--- src/rtl/writeback_stage.sv ---
// Writeback stage: picks the result source (ALU, memory load, link address
// or CSR), sign/zero-extends load data, waits for the memory response when
// needed, and issues one register-file write per retired request.
module writeback_stage #(
  parameter int XLEN  = 64,
  parameter int RA_W  = 5,
  parameter int CNT_W = 64
) (
  input  logic              clk,
  input  logic              reset_n,
  input  logic              in_valid,
  output logic              in_ready,
  input  logic [1:0]        in_sel,
  input  logic              in_wen,
  input  logic [RA_W-1:0]   in_rd,
  input  logic [XLEN-1:0]   in_alu,
  input  logic [XLEN-1:0]   in_pc,
  input  logic [XLEN-1:0]   in_csr,
  input  logic [1:0]        in_size,
  input  logic              in_unsigned,
  input  logic              mem_rsp_valid,
  input  logic [XLEN-1:0]   mem_rsp_data,
  output logic              rf_we,
  output logic [RA_W-1:0]   rf_waddr,
  output logic [XLEN-1:0]   rf_wdata,
  output logic              busy,
  output logic [CNT_W-1:0]  retire_cnt
);

  typedef enum logic [1:0] {
    S_IDLE     = 2'd0,
    S_WAIT_MEM = 2'd1,
    S_WRITE    = 2'd2
  } state_t;

  localparam logic [1:0]      SEL_MEM  = 2'd1;
  localparam logic [1:0]      SEL_LINK = 2'd2;
  localparam logic [1:0]      SEL_CSR  = 2'd3;
  localparam logic [XLEN-1:0] LINK_OFS = XLEN'(4);

  state_t            r_state;
  state_t            w_state_next;

  // Request fields held while a load waits for its memory response.
  logic              r_ld_wen;
  logic [RA_W-1:0]   r_ld_rd;
  logic [1:0]        r_ld_size;
  logic              r_ld_unsigned;

  // Registered write port and retire counter.
  logic              r_we;
  logic [RA_W-1:0]   r_waddr;
  logic [XLEN-1:0]   r_wdata;
  logic [CNT_W-1:0]  r_retire_cnt;

  logic              w_hs;
  logic              w_hs_mem;
  logic              w_hs_direct;
  logic              w_mem_done;
  logic [XLEN-1:0]   w_src;
  logic [XLEN-1:0]   w_ext;

  // Only WAIT_MEM blocks new requests, so ready depends on the state alone.
  assign in_ready    = (r_state != S_WAIT_MEM);
  assign busy        = (r_state != S_IDLE);
  assign w_hs        = in_valid & in_ready;
  assign w_hs_mem    = w_hs & (in_sel == SEL_MEM);
  assign w_hs_direct = w_hs & (in_sel != SEL_MEM);
  // The response is only looked at while a load is outstanding.
  assign w_mem_done  = (r_state == S_WAIT_MEM) & mem_rsp_valid;

  assign rf_we       = r_we;
  assign rf_waddr    = r_waddr;
  assign rf_wdata    = r_wdata;
  assign retire_cnt  = r_retire_cnt;

  // Next-state decode: IDLE and WRITE both accept requests.
  always_comb begin
    w_state_next = r_state;
    case (r_state)
      S_IDLE, S_WRITE: begin
        if (w_hs_mem)         w_state_next = S_WAIT_MEM;
        else if (w_hs_direct) w_state_next = S_WRITE;
        else                  w_state_next = S_IDLE;
      end
      S_WAIT_MEM: begin
        if (mem_rsp_valid)    w_state_next = S_WRITE;
      end
      default:                w_state_next = S_IDLE;
    endcase
  end

  // Result mux for sources that are available at handshake time.
  always_comb begin
    w_src = in_alu;
    case (in_sel)
      SEL_LINK: w_src = in_pc + LINK_OFS;
      SEL_CSR:  w_src = in_csr;
      default:  w_src = in_alu;
    endcase
  end

  // Load extension; on a 32-bit datapath word and double both take the full word.
  generate
    if (XLEN == 64) begin : g_ext64
      always_comb begin
        w_ext = mem_rsp_data;
        case (r_ld_size)
          2'd0: w_ext = r_ld_unsigned ? {{56{1'b0}}, mem_rsp_data[7:0]}
                                      : {{56{mem_rsp_data[7]}}, mem_rsp_data[7:0]};
          2'd1: w_ext = r_ld_unsigned ? {{48{1'b0}}, mem_rsp_data[15:0]}
                                      : {{48{mem_rsp_data[15]}}, mem_rsp_data[15:0]};
          2'd2: w_ext = r_ld_unsigned ? {{32{1'b0}}, mem_rsp_data[31:0]}
                                      : {{32{mem_rsp_data[31]}}, mem_rsp_data[31:0]};
          default: w_ext = mem_rsp_data;
        endcase
      end
    end else begin : g_ext32
      always_comb begin
        w_ext = mem_rsp_data;
        case (r_ld_size)
          2'd0: w_ext = r_ld_unsigned ? {{24{1'b0}}, mem_rsp_data[7:0]}
                                      : {{24{mem_rsp_data[7]}}, mem_rsp_data[7:0]};
          2'd1: w_ext = r_ld_unsigned ? {{16{1'b0}}, mem_rsp_data[15:0]}
                                      : {{16{mem_rsp_data[15]}}, mem_rsp_data[15:0]};
          default: w_ext = mem_rsp_data;
        endcase
      end
    end
  endgenerate

  // State register.
  always_ff @(posedge clk or negedge reset_n) begin
    if (!reset_n) r_state <= S_IDLE;
    else          r_state <= w_state_next;
  end

  // Capture the request fields a load needs once its data returns.
  always_ff @(posedge clk or negedge reset_n) begin
    if (!reset_n) begin
      r_ld_wen      <= 1'b0;
      r_ld_rd       <= '0;
      r_ld_size     <= 2'd0;
      r_ld_unsigned <= 1'b0;
    end else if (w_hs_mem) begin
      r_ld_wen      <= in_wen;
      r_ld_rd       <= in_rd;
      r_ld_size     <= in_size;
      r_ld_unsigned <= in_unsigned;
    end
  end

  // Write port: loaded on every entry into WRITE, address/data hold otherwise.
  always_ff @(posedge clk or negedge reset_n) begin
    if (!reset_n) begin
      r_we    <= 1'b0;
      r_waddr <= '0;
      r_wdata <= '0;
    end else if (w_hs_direct) begin
      r_we    <= in_wen && (in_rd != '0);
      r_waddr <= in_rd;
      r_wdata <= w_src;
    end else if (w_mem_done) begin
      r_we    <= r_ld_wen && (r_ld_rd != '0);
      r_waddr <= r_ld_rd;
      r_wdata <= w_ext;
    end else begin
      r_we    <= 1'b0;
    end
  end

  // Retire count steps on entry to WRITE, so it already includes the
  // request being written while rf_we is high; wraps naturally.
  always_ff @(posedge clk or negedge reset_n) begin
    if (!reset_n)                     r_retire_cnt <= '0;
    else if (w_state_next == S_WRITE) r_retire_cnt <= r_retire_cnt + CNT_W'(1);
  end

endmodule

--- config.mk ---
export PLATFORM = sky130hd
export DESIGN_NAME = writeback_stage
export DESIGN_NICKNAME = d
export VERILOG_FILES = /design/src/rtl/writeback_stage.sv
export SDC_FILE = /design/constraint.sdc
export NUM_CORES = 1
export LEC_CHECK = 0
export CAP_MARGIN = 10
export CORE_MARGIN = 10
export CORE_UTILIZATION = 47
export DETAILED_ROUTE_END_ITERATION = 10
export PLACE_DENSITY = 0.95
export SLEW_MARGIN = 20
export SYNTH_ARGS = -nofsm -noshare
export SYNTH_HDL_FRONTEND = slang
export SYNTH_SLANG_ARGS = --single-unit
--- constraint.sdc ---
create_clock -name clk -period 3.4 [get_ports clk]
set_input_delay 0.85 -clock clk [delete_from_list [all_inputs] [get_ports clk]]
set_output_delay 0.85 -clock clk [all_outputs]
set_load 0.03 [all_outputs]
; After elaboration in Yosys (flattened, before gate mapping)
; Cells that the tools add are included.
[totals]
reg_bits = 145
in_bits = 271
out_inout_bits = 136
word_cells = 49
[classes]
addsub = 2
n_eq_ne = 10
n_mux = 15
n_bitwise = 4
n_reduce_logical = 9
[ops]
columns = cell, n
row1 = 2-to-1 mux 64 bit, 5
row2 = one-hot mux 64 bit (3 select lines), 1
row3 = one-hot mux 64 bit (2 select lines), 1
row4 = "adder 64 x 1 -> 64 bit, second input constant", 1
row5 = "adder 64 x 3 -> 64 bit, second input constant", 1
row6 = "equality test 2 bit, second input constant", 5
row7 = 2-to-1 mux 5 bit, 2
row8 = nonzero test 5 bit, 2
row9 = "equality test 2 x 1 -> 1 bit, second input constant", 3
row10 = 2-to-1 mux 2 bit, 3
row11 = AND 1 bit, 4
row12 = logical NOT 2 bit, 2
row13 = "inequality test 2 x 1 -> 1 bit, second input constant", 2
row14 = one-hot mux 2 bit (2 select lines), 1
row15 = nonzero test 2 bit, 2
row16 = logical AND 1 bit, 2
row17 = 2-to-1 mux 1 bit, 2
row18 = OR reduction 2 bit, 1

; Longest topological paths before layout
; Gate-level depths: netlist of run 1.
[depth]
depth_word = 7
ltp_mapped = 10
mapped_depth_nobuf = 7

; Worst setup path after synthesis of run 1
; No wires, ideal clock.
[synth_path]
path_type = in2reg
from = input in_sel[0]
to = register r_wdata[52], in the netlist rf_wdata[52]
setup_time_ps = 101
t_arrival_ps = 2380
required_ps = 3299
path_slack_ps = 920
stages = 10
n_path_buf = 4
path_cell_list = buf_2 > nor2b_1 > buf_2 > or3_1 > buf_2 > nand2_2 > buf_4 > a21oi_1 > or2_2 > o311ai_2
[synth_via]
elab_chain_cells = 3
word_cells_on_any_way = 7
cone_classes = eq/ne: 3 / mux: 2 / bitwise: 1 / reduce/logical: 1
[synth_rtl]
columns = element, line
row1 = "start, declared", 13  ; input logic [1:0] in_sel,
row2 = equality test 2 bit or inequality test 2 x 1 -> 1 bit (tied branches), "96, 68"
row3 = one-hot mux 64 bit (2 select lines) or AND 1 bit (tied branches), "96, 68"
row4 = 2-to-1 mux 64 bit or nonzero test 2 bit (tied branches), n/a
row5 = "end signal, assigned", 162  ; r_wdata <= w_src;
row6 = "end signal, assigned", 166  ; r_wdata <= w_ext;
row7 = "end, declared", 53  ; logic [XLEN-1:0] r_wdata;
; Parallel ways exist; a longest one is shown, timed or not.
; A chain may end at the register's enable or synchronous reset.

; Final worst setup path of run 1
[layout_path]
from = register r_state[0]
to = output in_ready
[layout_via]
elab_chain_cells = 1
[layout_rtl]
columns = element, line
row1 = "start, declared", 41  ; state_t r_state;
row2 = "start signal, assigned", 135  ; else r_state <= w_state_next;
row3 = inequality test 2 x 1 -> 1 bit, 64  ; assign in_ready = (r_state != S_WAIT_MEM);
row4 = "end, declared", 12  ; output logic in_ready,
; No other way between the ends.

==> results of run 1 <==
## cells in the final DEF (no fill, tap or decap), types with 4 or more instances in the layout
cell,count
sky130_fd_sc_hd__clkdlybuf4s50_1,403
sky130_fd_sc_hd__dfrtp_1,145
sky130_fd_sc_hd__nand2_1,120
sky130_fd_sc_hd__nor2_1,89
sky130_fd_sc_hd__a21oi_1,74
sky130_fd_sc_hd__xnor2_1,70
sky130_fd_sc_hd__o21ai_0,64
sky130_fd_sc_hd__xor2_1,48
sky130_fd_sc_hd__nand3_1,46
sky130_fd_sc_hd__buf_4,34
sky130_fd_sc_hd__nand4_1,30
sky130_fd_sc_hd__nor3_1,28
sky130_fd_sc_hd__and3_1,25
sky130_fd_sc_hd__a211oi_1,25
sky130_fd_sc_hd__a21o_1,22
sky130_fd_sc_hd__a221o_1,19
sky130_fd_sc_hd__a31oi_1,17
sky130_fd_sc_hd__a221oi_1,17
sky130_fd_sc_hd__clkbuf_16,17
sky130_fd_sc_hd__inv_1,16
sky130_fd_sc_hd__and4_1,14
sky130_fd_sc_hd__mux2_2,11
sky130_fd_sc_hd__diode_2,9
sky130_fd_sc_hd__o211ai_1,9
sky130_fd_sc_hd__mux2i_1,9
sky130_fd_sc_hd__nor4_1,9
sky130_fd_sc_hd__nor3_2,7
sky130_fd_sc_hd__o21a_1,7
sky130_fd_sc_hd__and2_1,6
sky130_fd_sc_hd__inv_6,6
sky130_fd_sc_hd__o22ai_1,5
sky130_fd_sc_hd__a22oi_1,5
sky130_fd_sc_hd__nor2b_1,4
sky130_fd_sc_hd__nor4_2,4
sky130_fd_sc_hd__a32oi_1,4
sky130_fd_sc_hd__inv_8,4
sky130_fd_sc_hd__buf_12,4
## metrics by stage
stage	hold slack, ps	setup WS [ps]
floorplan	478.1	919.9
global placement	461.9	251.3
detailed placement	471.5	184.9
CTS	483.9	561.1
global route	496.8	485.5
finish	460.4	573.3
## power by group through the flow
stage	Sequential (mW)	Combinational, mW	Clock [mW]
2_1_floorplan	2.61	0.718	0
3_3_place_gp	2.18	2.30	0
3_5_place_dp	2.20	2.35	0
4_1_cts	2.17	2.36	2.03
5_1_grt	2.21	2.50	2.12
6_report	2.18	2.37	2.01
## worst max-delay path: stages, from the launching register on
cell and delay [ps]:
sky130_fd_sc_hd__dfrtp_1 420, sky130_fd_sc_hd__and2b_1 270, sky130_fd_sc_hd__inv_1 140, sky130_fd_sc_hd__clkdlybuf4s50_1 730
## registers in the layout, indices dropped and copies added (netlist names)
register and count:
retire_cnt 64, rf_wdata 64, r_ld_rd 5, rf_waddr 5, r_ld_size 2, r_state 2, r_ld_unsigned 1, r_ld_wen 1
rf_we 1
## layer usage
layer	vias up	GRT usage, %
met5	-	0
met4	0	17.04
met3	105	8.058
met2	625	52.44
met1	5127	35.86
li1	4733	-
## cells by family (layout without fill, tap and decap cells)
logic type,count (synthesis),after routing
buffers and inverters,87,493
adders and majority gates,2,2
and+or+nand+nor,415,415
muxes,20,20
AOI/OAI and AO/OA,292,292
DFF,145,145
xor gates and xnor gates,118,118
other,0,9
## cell usage after synthesis (16+ instances only)
cell type | instances | area (um^2)
sky130_fd_sc_hd__nor3_1 | 29 | 145.1
sky130_fd_sc_hd__nand4_1 | 30 | 187.7
sky130_fd_sc_hd__clkbuf_1 | 48 | 180.2
sky130_fd_sc_hd__xor2_1 | 48 | 420.4
sky130_fd_sc_hd__a21oi_1 | 74 | 370.4
sky130_fd_sc_hd__a21o_1 | 22 | 165.2
sky130_fd_sc_hd__nand2_1 | 120 | 450.4
sky130_fd_sc_hd__xnor2_1 | 70 | 613.1
sky130_fd_sc_hd__and3_1 | 25 | 156.4
sky130_fd_sc_hd__inv_1 | 16 | 60.06
sky130_fd_sc_hd__a221o_1 | 19 | 190.2
sky130_fd_sc_hd__a31oi_1 | 17 | 106.4
sky130_fd_sc_hd__nand3_1 | 46 | 230.2
sky130_fd_sc_hd__o21ai_0 | 64 | 320.3
sky130_fd_sc_hd__a221oi_1 | 17 | 148.9
sky130_fd_sc_hd__nor2_1 | 91 | 341.6
sky130_fd_sc_hd__a211oi_1 | 25 | 187.7
sky130_fd_sc_hd__dfrtp_1 | 145 | 3628
## layout make-up
type | instances | area, um^2
tap | 265 | 331.6
sequential | 145 | 3628
fill | 1406 | 5070
timing repair buffer | 444 | 4390
clock buffer | 18 | 439.2
multi-input combinational | 847 | 5398
inverter | 17 | 63.81
clock inverter | 14 | 182.7
antenna | 9 | 22.52
## worst paths after layout
| path | endpoint | slack, ps | cells past startpoint |
|---|---|---|---|
| setup / recovery | in_ready | 570 | 3 |
| hold / removal | retire_cnt[30] | 460 | 1 |
| setup reg to reg | rf_wdata[61] | 910 | 7 |
| hold reg to reg | retire_cnt[63] | 490 | 1 |
| max in group asynchronous | rf_wdata[11] | 2120 | 2 |
| min in group clk | retire_cnt[63] | 490 | 1 |
==> metrics.txt, run 1 <==
post-layout instance area 0.01446 mm^2; Fin. Hold Viols 0; detailed route wirelength on metal3 3.786 mm; Post-Synthesis Cell Area 0.009370 mm^2; power share of the clock group 30.6%; worst vdd rail ir drop 0.0003225 V; total routed wirelength 42.04 mm; worst flop-to-flop path startpoint r_ld_size[0]; Sequential Power Share 33.2%; total power 6.558 mW; number of nets still failing antenna checks after routing 0; total negative slack for setup checks 0 ps; count of hold buffers inserted by post-cts repair 0; max-cap violations 0; required arrival time at the worst endpoint 2550 ps; amount of wire on met2 after detailed routing 20.63 mm; sequential share of the synthesized area 38.72%; area fraction in compound gates after synthesis 20.64%; clk_lat worst skew 420 ps; starting density of the core 47.99%; launching element of the worst setup path r_state[0]; largest net degree at the start of global routing 80; area growth from synthesis to layout 54.28%; dominant combinational cell family by area after synthesis simple AND/OR/NAND/NOR gates; type of the tightest min-delay check primary input to async pin; # resized after CTS 0; cell count after placement 1718; Arr. time, crit path 1980 ps; via count 10590; net count reported at finish 1745; Cell Pwr Density 453.7 mW/mm^2; Power Internal 4.165 mW; kind of end point of the critical path primary output; Seq cells post-synth 145; global placement routability congestion 0.9296; floorplan die height 161.2 um; fraction of power spent switching nets 36.49%; combined global-route utilization of all metal layers 31.29%; result of the run completed; fraction of final layout cells sized beyond drive strength 1 8.418%; final core area utilization 74.04%; violation count after the first detailed-routing iteration 1013; XOR/XNOR Fraction of Synth Area 11.03%; CTS tree yes; async set or reset register ratio after synthesis 100.0%; Worst Setup Start Kind register; final cell count without fillers 1759; wire length on met1 15.53 mm; adder and majority cell fraction of the synthesized area 0.2671%; top layer used by detailed routing met4; Clock Pin Slew Worst Setup and Hold Paths 70 ps; number of standard cells after synthesis 1079; Core Box Area 0.01953 mm^2; die outline width 161.2 um; number of post-CTS setup repair buffers 0; count of flip-flops with a built-in enable after synthesis 0; TritonCTS Sinks 145; detailed-route DRC error count 0; number of nets in the synthesized netlist 1352; Synth Area in Simple Gates 23.11%; area of the die 0.02598 mm^2; leading register cell type out of synthesis sky130_fd_sc_hd__dfrtp_1; warnings from Yosys 0; DP HPWL 32.90 mm; H-tree depth 4; count of buffers from port buffering 406; Fmax achieved 353.8 MHz; wire length of the first global-routing pass 64.22 mm; reported leakage power 5.873 nW; area post-placement 0.01381 mm^2; Tcrit/Tclk final 83.14%; share of cell area taken by muxes after synthesis 2.283%; CP max FO 6; DR WL/cell 23.90 um; Max-slew headroom 43.05%; I/O Pins 407; CP Class register to primary output; total congestion overflow 0; number of antenna violations at the first check in global routing 9; number of distinct library cells after synthesis 72; number of global-route vias before repair 10967; net switching power 2.393 mW; maximum buffer depth of the clock tree 2; Post-Route Skew 9.332 ps; total CTS buffers 17; combinational group share of total power 36.1%; final setup violating endpoints 0; clock tree root buffer cell sky130_fd_sc_hd__clkbuf_16; number of optimization iterations in the first detailed-route pass 5; via/cell ratio 6.020; row count 51; max-slew violation total from the final report 0; RSZ-0062 raised after global routing no; minimum clock period 2827 ps; Least-Margin Pin Slew 854.2 ps; synthesized area per cell 8.684 um^2
Note: power is estimated with default switching activity, not from simulation.
==> run 2: changes to the inputs <==
- CORE_UTILIZATION: 47 -> 43
- PLACE_DENSITY: 0.95 -> 0.91
- clock period: 3.4 -> 2.7 ns (I/O delays scaled with it)
==> metrics.txt, run 2 (synthesis gave the netlist of run 1 again) <==
result of the run completed; fraction of power spent switching nets 37.33% (+0.84 points); CTS tree yes; H-tree depth 4 (unchanged); largest net degree at the start of global routing 70 (-13%); RSZ-0062 raised after global routing no; clock tree root buffer cell sky130_fd_sc_hd__clkbuf_16; count of hold buffers inserted by post-cts repair 0 (unchanged); number of antenna violations at the first check in global routing 6 (-3); final setup violating endpoints 0 (unchanged); TritonCTS Sinks 145 (unchanged); area growth from synthesis to layout 61.40%; violation count after the first detailed-routing iteration 1014 (+0.099%); M3 GR Usage 8.169% (+0.11 points); Top Usage Layer GRT met2; post-route worst setup slack 67.58 ps (-505.8 ps); maximum buffer depth of the clock tree 2 (unchanged); area of the die 0.02810 mm^2 (+8.1%); Slowest Stage Delay on Critical Path 720 ps (about the same); CP max FO 6 (unchanged); kind of end point of the critical path primary output; combined global-route utilization of all metal layers 29.66% (-1.6 points); Worst path top cell family by delay buffers and inverters; post-layout instance area 0.01512 mm^2 (+4.6%); number of optimization iterations in the first detailed-route pass 5 (unchanged); via count 11139 (+5.2%); DP HPWL 34.47 mm (+4.8%); highest-delay cell along the critical path sky130_fd_sc_hd__clkdlybuf4s50_1; Worst Setup Start Kind register; reported leakage power 6.285 nW (+7.0%); worst reg2reg setup slack 380 ps (-530 ps); detailed-route DRC error count 0 (unchanged); final core area utilization 71.27% (-2.8 points); total congestion overflow 0 (unchanged); Max-slew headroom 55.84% (+13 points); Fin. Hold Viols 0 (unchanged); die outline width 167.6 um (+4.0%); count of buffers from port buffering 406 (unchanged); number of post-CTS setup repair buffers 0 (unchanged); Arr. time, crit path 1960 ps (-20 ps); type of the tightest min-delay check primary input to async pin; clk_lat worst skew 430 ps (about the same); I/O Pins 407 (unchanged); GR Layer Usage met1 33.32% (-2.5 points); Clock Pin Slew Worst Setup and Hold Paths 70 ps (about the same); most common library cell in the layout ignoring fill and taps sky130_fd_sc_hd__clkdlybuf4s50_1; worst vdd rail ir drop 0.0003193 V (-0.99%); area post-placement 0.01455 mm^2 (+5.4%); commonest non-fill, non-tap cells in the layout 403 x sky130_fd_sc_hd__clkdlybuf4s50_1, 145 x sky130_fd_sc_hd__dfrtp_1, 123 x sky130_fd_sc_hd__buf_4; via/cell ratio 6.002 (-0.31%); CP Cell Sequence and2b_1, inv_1, clkdlybuf4s50_1; net switching power 3.060 mW (+28%); Fmax achieved 379.9 MHz; floorplan die height 167.6 um (+4.0%); fraction of final layout cells sized beyond drive strength 1 13.76% (+5.3 points); CP Class register to primary output; row count 53 (+3.9%); wire length of the first global-routing pass 66.67 mm (+3.8%); number of nets still failing antenna checks after routing 0 (unchanged); Fill cells 1584 (+13%); power share of the clock group 28.4% (-2.2 points); Post-Route Skew 14.63 ps (+5.298 ps); max-cap violations 0 (unchanged); starting density of the core 44.16% (-3.8 points); combinational group share of total power 37.9% (+1.8 points); required arrival time at the worst endpoint 2030 ps (-520 ps); Worst Path Buf+Inv 2 (unchanged); Cell Pwr Density 542.0 mW/mm^2 (+19%); global placement routability congestion 0.9792 (+5.3%); # resized after CTS 0 (unchanged); DR WL/cell 23.45 um (-1.9%); Core Box Area 0.02122 mm^2 (+8.7%); met2 Track Usage GR 50.78% (-1.7 points); Power Internal 5.137 mW (+23%); Tcrit/Tclk final 97.50%; number of global-route vias before repair 11567 (+5.5%); minimum clock period 2632 ps; total routed wirelength 43.53 mm (+3.5%); total negative slack for setup checks 0 ps (unchanged); max-slew violation total from the final report 0 (unchanged); Least-Margin Pin Slew 661.0 ps (-193.2 ps); Post-Place Setup Slack -327.7 ps (-512.6 ps); Sequential Power Share 33.6% (+0.4 points); net count reported at finish 1837 (+5.3%); total CTS buffers 17 (unchanged)
run 2: cell count changes in the layout (fill, tap and decap cells not counted), moves of 2 or more:
cell,change
sky130_fd_sc_hd__buf_12,+3
sky130_fd_sc_hd__buf_4,+89
sky130_fd_sc_hd__bufinv_16,-2
sky130_fd_sc_hd__clkinvlp_4,+4
sky130_fd_sc_hd__diode_2,-5
run 2: per-stage QoR:
step	hold slack, ps	total power [mW]	instances
3_5_place_dp	463.5	5.870	1820
6_report	144.1	8.196	1856
3_3_place_gp	460.2	5.776	1820
4_1_cts	164.8	8.182	1852
5_1_grt	164.5	8.485	1856
2_1_floorplan	379.4	4.187	1079
run 2: final cells by class:
type | instances | area (um^2) | area share (%)
multi-input cells | 847 | 5399 | 35.70
clock inverters | 13 | 116.4 | 0.7694
well taps | 275 | 344.1 | 2.275
inverters | 17 | 63.81 | 0.4219
clock buffers | 19 | 442.9 | 2.929
repair buffers | 536 | 5119 | 33.85
diodes | 4 | 10.01 | 0.06619
flip-flops and latches | 145 | 3628 | 23.99
run 2: path summary, 6_finish.rpt:
check                                  to  cells after the start           start
max                              in_ready                      3      r_state[0]
min                        retire_cnt[34]                      1         reset_n
max in group asynchronous    rf_wdata[60]                      2         reset_n
max reg2reg                  rf_wdata[39]                      6      r_state[0]
min reg2reg                retire_cnt[63]                      1  retire_cnt[63]
min in group clk           retire_cnt[63]                      1  retire_cnt[63]
run 2: worst register-to-register path, delay by kind of cell (launching register included):
kind	cells	cell delay [ps]
AO/OA/AOI/OAI	2	520
buffers and inverters	2	400
flip-flops	1	420
AND/OR/NAND/NOR	2	850
run 2: layer usage:
layer	share of wire (%)	up-vias	wire length, um
met5	0.062	-	27
met4	4.4	4	1895
met3	9.8	119	4252
met2	50	716	21560
met1	36	5371	15790
li1	-	4929	-
run 2: power groups by stage:
stage / Clock, mW / Combinational [mW] / Sequential, mW
final: 2.33 / 3.11 / 2.76
after global routing: 2.42 / 3.27 / 2.80
after global placement: 0 / 3.01 / 2.76
after detailed placement: 0 / 3.09 / 2.78
after floorplan: 0 / 0.905 / 3.28
after CTS: 2.34 / 3.10 / 2.75
==> run 3: changes to the inputs <==
- CTS_CLUSTER_DIAMETER: default -> 80
- SETUP_SLACK_MARGIN: default -> 0.3
==> metrics.txt, run 3 (synthesis gave the netlist of run 1 again) <==
number of nets still failing antenna checks after routing 0 (unchanged); via count 11257 (+1.1%); Post-Place Setup Slack -327.7 ps (unchanged); area of the die 0.02810 mm^2 (unchanged); total power 8.207 mW (+0.13%); DP HPWL 34.47 mm (unchanged); Post-Route Skew 12.09 ps (-2.539 ps); max-cap violations 0 (unchanged); result of the run completed; Least-Margin Pin Slew 658.6 ps (-2.403 ps); reported leakage power 6.662 nW (+6.0%); count of buffers from port buffering 406 (unchanged); Tcrit/Tclk final 88.95% (-8.5 points); row count 53 (unchanged); CP max FO 8 (+2); total CTS buffers 17 (unchanged); wire length of the first global-routing pass 67.03 mm (+0.54%); clk_lat worst skew 430 ps (about the same); detailed-route DRC error count 0 (unchanged); via/cell ratio 6.013 (+0.20%); number of antenna violations at the first check in global routing 8 (+2); Worst Setup Start Kind primary input; Max-slew headroom 56.01% (+0.16 points); area growth from synthesis to layout 65.76%; CP Class primary input to register; global placement routability congestion 0.9792 (unchanged); Sequential Power Share 33.6% (about the same); RSZ-0062 raised after global routing yes; max-slew violation total from the final report 0 (unchanged); TritonCTS Sinks 145 (unchanged); post-route worst setup slack 298.4 ps (+230.8 ps); number of optimization iterations in the first detailed-route pass 6 (+1); net count reported at finish 1851 (+0.76%); required arrival time at the worst endpoint 3000 ps (+970 ps); maximum buffer depth of the clock tree 2 (unchanged); fraction of final layout cells sized beyond drive strength 1 16.47% (+2.7 points); starting density of the core 44.16% (unchanged); total congestion overflow 0 (unchanged); Arr. time, crit path 2710 ps (+750 ps); fraction of power spent switching nets 37.42% (+0.090 points); I/O Pins 407 (unchanged); kind of end point of the critical path register; Power Internal 5.136 mW (about the same); Core Box Area 0.02122 mm^2 (unchanged); CP Cell Sequence clkdlybuf4s50_1, nand3_2, nor3_4, nand4_4, buf_6, nor4_4, xor2_1, a221o_1; Fin. Hold Viols 0 (unchanged); number of global-route vias before repair 11589 (+0.19%); area post-placement 0.01455 mm^2 (unchanged); CTS tree yes; floorplan die height 167.6 um (unchanged); H-tree depth 4 (unchanged); die outline width 167.6 um (unchanged); power share of the clock group 28.2% (-0.2 points); type of the tightest min-delay check primary input to async pin; depth of the worst register-to-register path 7 (+1); Fmax achieved 416.4 MHz (+9.6%); final core area utilization 73.20% (+1.9 points); Slowest Stage Delay on Critical Path 500 ps (-220 ps); DR WL/cell 23.88 um (+1.8%); post-layout instance area 0.01553 mm^2 (+2.7%); highest-delay cell along the critical path sky130_fd_sc_hd__clkdlybuf4s50_1; total routed wirelength 44.71 mm (+2.7%); final setup violating endpoints 0 (unchanged); commonest non-fill, non-tap cells in the layout 379 x sky130_fd_sc_hd__clkdlybuf4s50_1, 145 x sky130_fd_sc_hd__dfrtp_1, 127 x sky130_fd_sc_hd__buf_4; violation count after the first detailed-routing iteration 1098 (+8.3%); clock tree root buffer cell sky130_fd_sc_hd__clkbuf_16; Clock Pin Slew Worst Setup and Hold Paths 70 ps (about the same); combinational group share of total power 38.1% (+0.2 points); most common library cell in the layout ignoring fill and taps sky130_fd_sc_hd__clkdlybuf4s50_1; minimum clock period 2402 ps (-230.8 ps); worst vdd rail ir drop 0.0003199 V (+0.16%); combined global-route utilization of all metal layers 29.83% (+0.16 points); net switching power 3.071 mW (+0.37%); count of hold buffers inserted by post-cts repair 0 (unchanged); largest net degree at the start of global routing 70 (unchanged); Cell Pwr Density 528.4 mW/mm^2 (-2.5%)
run 3: layout make-up:
cell class / count / area, um^2
antenna: 6 / 15.01
clock buffer: 19 / 442.9
clock inverter: 13 / 116.4
fill: 1515 / 5688
inverter: 17 / 63.81
multi-input combinational: 847 / 5612
sequential: 145 / 3628
tap: 275 / 344.1
timing repair buffer: 550 / 5310
run 3: critical path, delay by kind of cell:
family          cells  cell delay, ps
simple gates        4             900
compound gates      1             320
xor+xnor            1             100
buf+inv             2             710
run 3: repair_timing:
item	CTS	global route
buffers inserted	2	12
hold endpoints to repair	0	0
gates resized for setup	18	64
pin swaps	4	26
setup endpoints to repair	28	49
run 3: worst paths after layout:
check                                    start             end  slack [ps]
worst max-delay path                 in_pc[32]    rf_wdata[60]         300
worst min-delay path                   reset_n  retire_cnt[34]         150
worst max register to register    r_ld_size[0]    rf_wdata[45]         470
worst min register to register  retire_cnt[63]  retire_cnt[63]         470
max in group asynchronous              reset_n    rf_wdata[61]        1740
min in group clk                retire_cnt[63]  retire_cnt[63]         470
run 3: power groups by stage:
stage          clock (mW)  sequential (mW)  combinational [mW]
2_1_floorplan           0             3.28               0.905
3_3_place_gp            0             2.76                3.01
3_5_place_dp            0             2.78                3.09
4_1_cts              2.34             2.75                3.10
5_1_grt              2.42             2.80                3.29
6_report             2.32             2.76                3.13
run 3: per-layer routing:
metal / vias to the layer above / global-route usage [%] / routed length [um]
met1: 5407 / 33.43 / 15980
met4: 4 / 14.31 / 2102
li1: 4958 / - / -
met5: - / 0 / 27
met2: 741 / 51.16 / 22070
met3: 147 / 8.380 / 4524
run 3: per-stage QoR:
| step | std cells | hold WS [ps] | TNS (ps) |
|---|---|---|---|
| 2_1_floorplan | 1079 | 379.4 | 0 |
| 3_3_place_gp | 1820 | 460.2 | -4585 |
| 3_5_place_dp | 1820 | 463.5 | -7332 |
| 4_1_cts | 1854 | 164.8 | 0 |
| 5_1_grt | 1871 | 164.0 | 0 |
| 6_report | 1872 | 145.9 | 0 |
